$ cat config.mk
export PLATFORM = sky130hd
export DESIGN_NAME = imgproc_msg_reader
export DESIGN_NICKNAME = d
export VERILOG_FILES = /design/src/rtl/imgproc_msg_reader.sv
export SDC_FILE = /design/constraint.sdc
export NUM_CORES = 1
export LEC_CHECK = 0
export CORE_ASPECT_RATIO = 1.4
export CORE_MARGIN = 2
export CORE_UTILIZATION = 55
export CTS_CLUSTER_SIZE = 12
export DETAILED_ROUTE_END_ITERATION = 10
export GPL_TIMING_DRIVEN = 0
export PLACE_DENSITY_LB_ADDON = 0.2
export SLEW_MARGIN = 20
export SYNTH_ARGS = -nofsm -noshare
export SYNTH_HDL_FRONTEND = slang
export SYNTH_SLANG_ARGS = --single-unit
$ cat constraint.sdc
create_clock -name clk -period 3.1 [get_ports clk]
set_clock_uncertainty 0.1 [all_clocks]
set_input_delay 0.62 -clock clk [delete_from_list [all_inputs] [get_ports clk]]
set_output_delay 0.62 -clock clk [all_outputs]
set_load 0.02 [all_outputs]
$ cat src/rtl/imgproc_msg_reader.sv
// -----------------------------------------------------------------------------
// imgproc_msg_reader
//
// Avalon-MM master that sits directly downstream of the image-processing
// core's memory-mapped slave. It polls the slave status register, drains the
// 32-bit message FIFO one word per two cycles and parses the message stream:
//
//    0xAAAAAAAA, 6 colour-bound words, 0xBBBBBBBB, 15 edge words
//
// Each complete frame is published as latched parallel results together with
// a one-cycle res_valid strobe, so motor control or telemetry logic can use
// the vision results without CPU involvement.
//
// Ports
//    clk          system clock
//    reset_n      asynchronous active-low reset
//    m_chipselect slave select, high for exactly one cycle per access
//    m_read       read strobe, never high in two consecutive cycles
//    m_write      write strobe, used only for the FIFO flush command
//    m_address    word address: 0 = status, 1 = message
//    m_writedata  write data (flush command 0x00000010)
//    m_readdata   registered slave read data, valid the cycle after m_read
//    flush_req    pulse: flush the slave FIFO and resync the parser
//    res_valid    one-cycle pulse when res_colour / res_edges update
//    res_colour   6 x {min[10:0], max[10:0]}, colour 0 in [21:0]
//                 (red, green, blue, lime, yellow, pink)
//    res_edges    30 x 11-bit edge x-coordinates, edge 0 in [10:0]
//    sync_errors  saturating count of discarded or malformed words
//    busy         high whenever the transfer FSM is not in WAIT_POLL
// -----------------------------------------------------------------------------
module imgproc_msg_reader #(
   parameter int POLL_INTERVAL = 1024,
   parameter int ERR_W         = 16
) (
   input  logic             clk,
   input  logic             reset_n,
   output logic             m_chipselect,
   output logic             m_read,
   output logic             m_write,
   output logic [2:0]       m_address,
   output logic [31:0]      m_writedata,
   input  logic [31:0]      m_readdata,
   input  logic             flush_req,
   output logic             res_valid,
   output logic [131:0]     res_colour,
   output logic [329:0]     res_edges,
   output logic [ERR_W-1:0] sync_errors,
   output logic             busy
);

   // The poll counter only ever holds 0 .. POLL_INTERVAL-1.
   localparam int PW = (POLL_INTERVAL > 1) ? $clog2(POLL_INTERVAL) : 1;
   localparam logic [PW-1:0] POLL_RELOAD = PW'(POLL_INTERVAL - 1);

   localparam logic [31:0] HDR_A     = 32'hAAAA_AAAA;
   localparam logic [31:0] HDR_B     = 32'hBBBB_BBBB;
   localparam logic [31:0] FLUSH_CMD = 32'h0000_0010;

   typedef enum logic [2:0] {
      WAIT_POLL,
      RD_STATUS,
      CAP_STATUS,
      RD_MSG,
      CAP_MSG,
      FLUSH
   } xfer_state_t;

   typedef enum logic [1:0] {
      HUNT_A,
      COLOUR,
      HUNT_B,
      EDGE
   } parse_state_t;

   xfer_state_t  state;
   parse_state_t pstate;

   logic [PW-1:0] poll_cnt;
   logic [7:0]    cnt;
   logic          flush_pend;

   logic [3:0]    idx;
   logic [131:0]  sh_colour;
   logic [329:0]  sh_edges;
   logic          publish;

   logic flush_go;
   logic flush_start;
   logic word_take;
   logic word_ok;
   logic word_is_a;
   logic word_is_b;
   logic err_hit;

   // A flush is only launched from a cycle that is not the strobe cycle of a
   // read, so the bus always sees an idle gap between a read and the write.
   // A message word sitting in CAP_MSG while the flush launches is dropped
   // instead of being handed to the parser.
   always_comb begin
      flush_go    = flush_pend | flush_req;
      flush_start = flush_go && ((state == WAIT_POLL) ||
                                 (state == CAP_STATUS) ||
                                 (state == CAP_MSG));
      word_take   = (state == CAP_MSG) && !flush_go;
      word_ok     = (m_readdata[31:27] == 5'd0) && (m_readdata[15:11] == 5'd0);
      word_is_a   = (m_readdata == HDR_A);
      word_is_b   = (m_readdata == HDR_B);
      err_hit     = 1'b0;
      if (word_take) begin
         case (pstate)
            HUNT_A:  err_hit = !word_is_a;
            HUNT_B:  err_hit = !word_is_b;
            default: err_hit = !word_ok;
         endcase
      end
   end

   assign busy = (state != WAIT_POLL);

   // Transfer FSM. Bus outputs are registered: they are set on the edge that
   // enters the access cycle and cleared by default on the following edge,
   // which guarantees single-cycle strobes.
   always_ff @(posedge clk or negedge reset_n) begin
      if (!reset_n) begin
         state        <= WAIT_POLL;
         poll_cnt     <= POLL_RELOAD;
         cnt          <= 8'd0;
         flush_pend   <= 1'b0;
         m_chipselect <= 1'b0;
         m_read       <= 1'b0;
         m_write      <= 1'b0;
         m_address    <= 3'd0;
         m_writedata  <= 32'd0;
      end else begin
         m_chipselect <= 1'b0;
         m_read       <= 1'b0;
         m_write      <= 1'b0;
         m_address    <= 3'd0;
         m_writedata  <= 32'd0;
         if (flush_req) begin
            flush_pend <= 1'b1;
         end
         if (flush_start) begin
            state        <= FLUSH;
            m_chipselect <= 1'b1;
            m_write      <= 1'b1;
            m_writedata  <= FLUSH_CMD;
            cnt          <= 8'd0;
            poll_cnt     <= POLL_RELOAD;
            flush_pend   <= 1'b0;
         end else begin
            case (state)
               WAIT_POLL: begin
                  if (poll_cnt == '0) begin
                     state        <= RD_STATUS;
                     m_chipselect <= 1'b1;
                     m_read       <= 1'b1;
                  end else begin
                     poll_cnt <= poll_cnt - 1'b1;
                  end
               end
               RD_STATUS: state <= CAP_STATUS;
               CAP_STATUS: begin
                  cnt <= m_readdata[15:8];
                  if (m_readdata[15:8] == 8'd0) begin
                     state    <= WAIT_POLL;
                     poll_cnt <= POLL_RELOAD;
                  end else begin
                     state        <= RD_MSG;
                     m_chipselect <= 1'b1;
                     m_read       <= 1'b1;
                     m_address    <= 3'd1;
                  end
               end
               RD_MSG: state <= CAP_MSG;
               CAP_MSG: begin
                  cnt          <= cnt - 8'd1;
                  m_chipselect <= 1'b1;
                  m_read       <= 1'b1;
                  if (cnt == 8'd1) begin
                     state     <= RD_STATUS;
                     m_address <= 3'd0;
                  end else begin
                     state     <= RD_MSG;
                     m_address <= 3'd1;
                  end
               end
               FLUSH:   state <= WAIT_POLL;
               default: state <= WAIT_POLL;
            endcase
         end
      end
   end

   // Frame parser. Words land in a shadow copy; the visible results are only
   // refreshed from the shadow one cycle after the final edge word, so a
   // partial or aborted frame can never disturb them.
   always_ff @(posedge clk or negedge reset_n) begin
      if (!reset_n) begin
         pstate      <= HUNT_A;
         idx         <= 4'd0;
         sh_colour   <= '0;
         sh_edges    <= '0;
         publish     <= 1'b0;
         res_valid   <= 1'b0;
         res_colour  <= '0;
         res_edges   <= '0;
         sync_errors <= '0;
      end else begin
         res_valid <= publish;
         publish   <= 1'b0;
         if (publish) begin
            res_colour <= sh_colour;
            res_edges  <= sh_edges;
         end
         if (err_hit && (sync_errors != {ERR_W{1'b1}})) begin
            sync_errors <= sync_errors + 1'b1;
         end
         if (flush_start) begin
            pstate    <= HUNT_A;
            idx       <= 4'd0;
            sh_colour <= '0;
            sh_edges  <= '0;
         end else if (word_take) begin
            case (pstate)
               HUNT_A: begin
                  if (word_is_a) begin
                     pstate <= COLOUR;
                     idx    <= 4'd0;
                  end
               end
               COLOUR: begin
                  if (word_ok) begin
                     for (int i = 0; i < 6; i++) begin
                        if (idx == 4'(i)) begin
                           sh_colour[22*i +: 22] <= {m_readdata[26:16], m_readdata[10:0]};
                        end
                     end
                     if (idx == 4'd5) begin
                        pstate <= HUNT_B;
                        idx    <= 4'd0;
                     end else begin
                        idx <= idx + 4'd1;
                     end
                  end else if (word_is_a) begin
                     idx <= 4'd0;
                  end else begin
                     pstate <= HUNT_A;
                  end
               end
               HUNT_B: begin
                  if (word_is_b) begin
                     pstate <= EDGE;
                     idx    <= 4'd0;
                  end else if (word_is_a) begin
                     pstate <= COLOUR;
                     idx    <= 4'd0;
                  end else begin
                     pstate <= HUNT_A;
                  end
               end
               EDGE: begin
                  if (word_ok) begin
                     // Upper field is the even edge, lower field the odd one.
                     for (int i = 0; i < 15; i++) begin
                        if (idx == 4'(i)) begin
                           sh_edges[22*i +: 22] <= {m_readdata[10:0], m_readdata[26:16]};
                        end
                     end
                     if (idx == 4'd14) begin
                        pstate  <= HUNT_A;
                        idx     <= 4'd0;
                        publish <= 1'b1;
                     end else begin
                        idx <= idx + 4'd1;
                     end
                  end else if (word_is_a) begin
                     pstate <= COLOUR;
                     idx    <= 4'd0;
                  end else begin
                     pstate <= HUNT_A;
                  end
               end
               default: pstate <= HUNT_A;
            endcase
         end
      end
   end

endmodule

==> flow_summary.ini <==
[status]
status = completed

[setup_path]
cp-startpoint = state[0]
crit_cells = 3
crit_fanout = 10
cp_top_family = buffers and inverters
crit_path_start_kind = flip-flop
critical_path_class = reg2out
required_ns = 2.38
reg2reg_depth = 4
critical_path_arrival_ns = 2.29
reg2reg_slack_ns = 0.10
r2r-start = publish
worstPathCellList = buf_2, or3_1, clkdlybuf4s50_1
r2r_end = res_edges[217]
path_buf_inv = 2
critPathSlowestCell = clkdlybuf4s50_1
cp-endpoint = busy
critPathMaxStageDelay_ns = 0.65
setup.worst_path.end_class = output pin

[synth]
synth.top_cell.area_share = 0.6163
mappedNetlistArea_um2 = 39140
synth.most_common_cell = dfrtp_1
yosysTopAreaCell = dfrtp_1
synth.yosys.seq_area_share = 0.6230
ys_ff_latch = 974
syn_avg_cell_area_um2 = 12.40
synthTopCellsByCount = dfrtp_1 (964), nand2_1 (517), mux2_2 (463)
yosys_warnings = 0
synth-async-reset-ratio = 1.000
synth-main-ff-cell = dfrtp_1
synth-edff-count = 0
synth_cell_types = 73
ys_top_cells_by_area = dfrtp_1 (62%), mux2_2 (13%), mux2i_1 (5.7%)
syn_inst = 3158

[power]
swShare = 0.2700
vdd_ir_drop_max_uv = 419.6
p_leak_nw = 24.17
p_seq_frac = 0.485
p_int_mw = 19.49
p_clk_frac = 0.400
p_sw_mw = 7.207
combPwrFrac = 0.116
p_total_mw = 26.69
powerDensity_nw_per_um2 = 549.2

[clock_network]
path_clk_slew_ns = 0.06
clk_latency_ns = 0.66
post_cts_resized = 0
postCtsSetupRepairBufs = 0
cts_tree = built
cts_buffers = 94
clkSinkCount = 974
clockBufferDepth = 3
clockRootBuffer = clkbuf_16
htreeDepth = 3

[grt]
grt_use_total = 0.3126
grt_antenna_before_repair = 11
grt_max_degree = 146
grt_overflow_total = 0
grt_pass1_vias = 27500
grt_pass1_wl_um = 171400

[detailed_routing]
first_pass_iters = 5
drt_wl_total_um = 114300
drcViolationCount = 0
ant_nets = 0
via_count = 26950
drt_iter0_markers = 2024
wl_per_cell_um = 23.85
vias_per_cell = 5.623

[placement]
placed_area_um2 = 45830
routabilityCongestion = 0.8794
place_hpwl_um = 81040
portBuffers = 518
dp.cells = 4651

[layout]
nets = 3856
final_core_util = 0.6907
final_area_um2 = 48600
fillerInstances = 5155
drive_gt1_frac = 0.1931
area_growth_pct = 24.16
final_cells = 4793

[floorplan]
die_h_um = 319.7
core_um2 = 70360
io_pins = 553
die_area_um2 = 73350
num_rows = 115
initial_core_util = 0.5563
die_w_um = 229.5

[sta]
min_period_over_period = 0.9695
slew_headroom = 0.1568
clock.fmax_mhz = 332.7
hold_viol = 0
rsz0062_at_grt = false
slew_viol_final = 0
layout_min_cycle_time_ns = 3.006
setup_viol = 0
worst_pin_slew_ns = 1.265

[hold_path]
min_path_type = in2reg

[job]
cap_violations = 0
==> routing by layer <==
layer,up-vias,part of all wire,global-route usage
li1,11890,-,-
met5,-,0.00085,0
met4,14,0.059,0.1775
met1,13730,0.39,0.3827
met3,279,0.072,0.07008
met2,1034,0.48,0.5129
==> power by group through the flow <==
stage | combinational (mW) | clock, mW | sequential [mW]
6_report | 3.08 | 10.7 | 12.9
5_1_grt | 3.34 | 11.3 | 12.9
4_1_cts | 3.09 | 10.8 | 12.9
3_5_place_dp | 3.07 | 0 | 13.2
3_3_place_gp | 2.98 | 0 | 13.2
2_1_floorplan | 1.58 | 0 | 13.2
==> cells by family (layout without fill, tap and decap cells) <==
family | count (synthesis) | count (layout) | synth area share
AO/OA/AOI/OAI | 292 | 292 | 0.04123
XOR/XNOR | 21 | 21 | 0.004699
adder cells (fa/ha/maj) | 8 | 8 | 0.002557
buffers and inverters | 276 | 938 | 0.03372
flip-flops | 974 | 974 | 0.6230
multiplexers | 686 | 686 | 0.1902
other | 1 | 38 | 0.00009580
AND/OR/NAND/NOR | 900 | 900 | 0.1045
==> final cells by class <==
type / instances / area (um2) / share of cell area
buffer: 262 / 1271 / 0.02616
timing repair buffer: 527 / 5430 / 0.1117
sequential: 974 / 24390 / 0.5018
inverter: 14 / 52.55 / 0.001081
antenna: 5 / 12.51 / 0.0002574
clock buffer: 131 / 2645 / 0.05442
tap: 936 / 1171 / 0.02410
clock inverter: 4 / 70.07 / 0.001442
multi-input combinational: 1940 / 13560 / 0.2791
==> how the worst min path moves through the flow <==
stage / slack (ns) / cells after the start / startpoint / end
after floorplan: 0.22 / 0 / reset_n / cnt[0]
after global placement: 0.39 / 1 / sh_edges[298] / res_edges[298]
after detailed placement: 0.39 / 1 / sh_colour[67] / res_colour[67]
after CTS: 0.32 / 3 / m_readdata[8] / sh_edges[305]
after global routing: 0.38 / 3 / m_readdata[8] / sh_edges[305]
final: 0.35 / 3 / m_readdata[8] / sh_edges[305]
==> tightest hold or removal path, cell delays in order <==
cell,delay [ns]
clkbuf_1,0.23
nand2_1,0.12
a21oi_1,0.07
==> cells in the final DEF (no fill, tap or decap), drive strengths merged, types with 3 or more instances in the layout <==
master and n:
and2 7, nand4b 5, a21oi 122, nor3 12, a31oi 4, xor2 5, o211ai 3, conb 33
nor2b 8, o21ai 144, clkdlybuf4s50 517, and3 10, buf 104, diode 5, nor3b 9, clkbuf 298
and4 8, dfrtp 964, mux2 463, or3 3, nor2 242, xnor2 16, mux2i 223, inv 14
ha 8, nand2 518, nand3 17, dfstp 10, nand4 28, nor4 16, or3b 4
==> flip-flops by register name, indices dropped and copies added (netlist names), 2 cells and up <==
signal and count:
sh_colour 132, idx 4, sync_errors 16, state 3
pstate 2, cnt 8, res_colour 132, res_edges 330
sh_edges 330, poll_cnt 10
==> metrics by stage <==
stage | setup slack (ns) | hold WS [ns] | TNS [ns]
after CTS | 0.05498 | 0.3229 | 0
after global routing | 0.03728 | 0.3837 | 0
final | 0.09441 | 0.3482 | 0
after detailed placement | -0.4641 | 0.3895 | -134.54
after floorplan | 0.6380 | 0.2244 | 0
after global placement | -42.31 | 0.3850 | -
==> repair_timing <==
action / in CTS / in global routing
setup endpoints to repair: 0 / 54
hold buffers: 1 / 0
endpoints found under the hold margin: 117 / 0
Power figures use the tool's default switching activity.
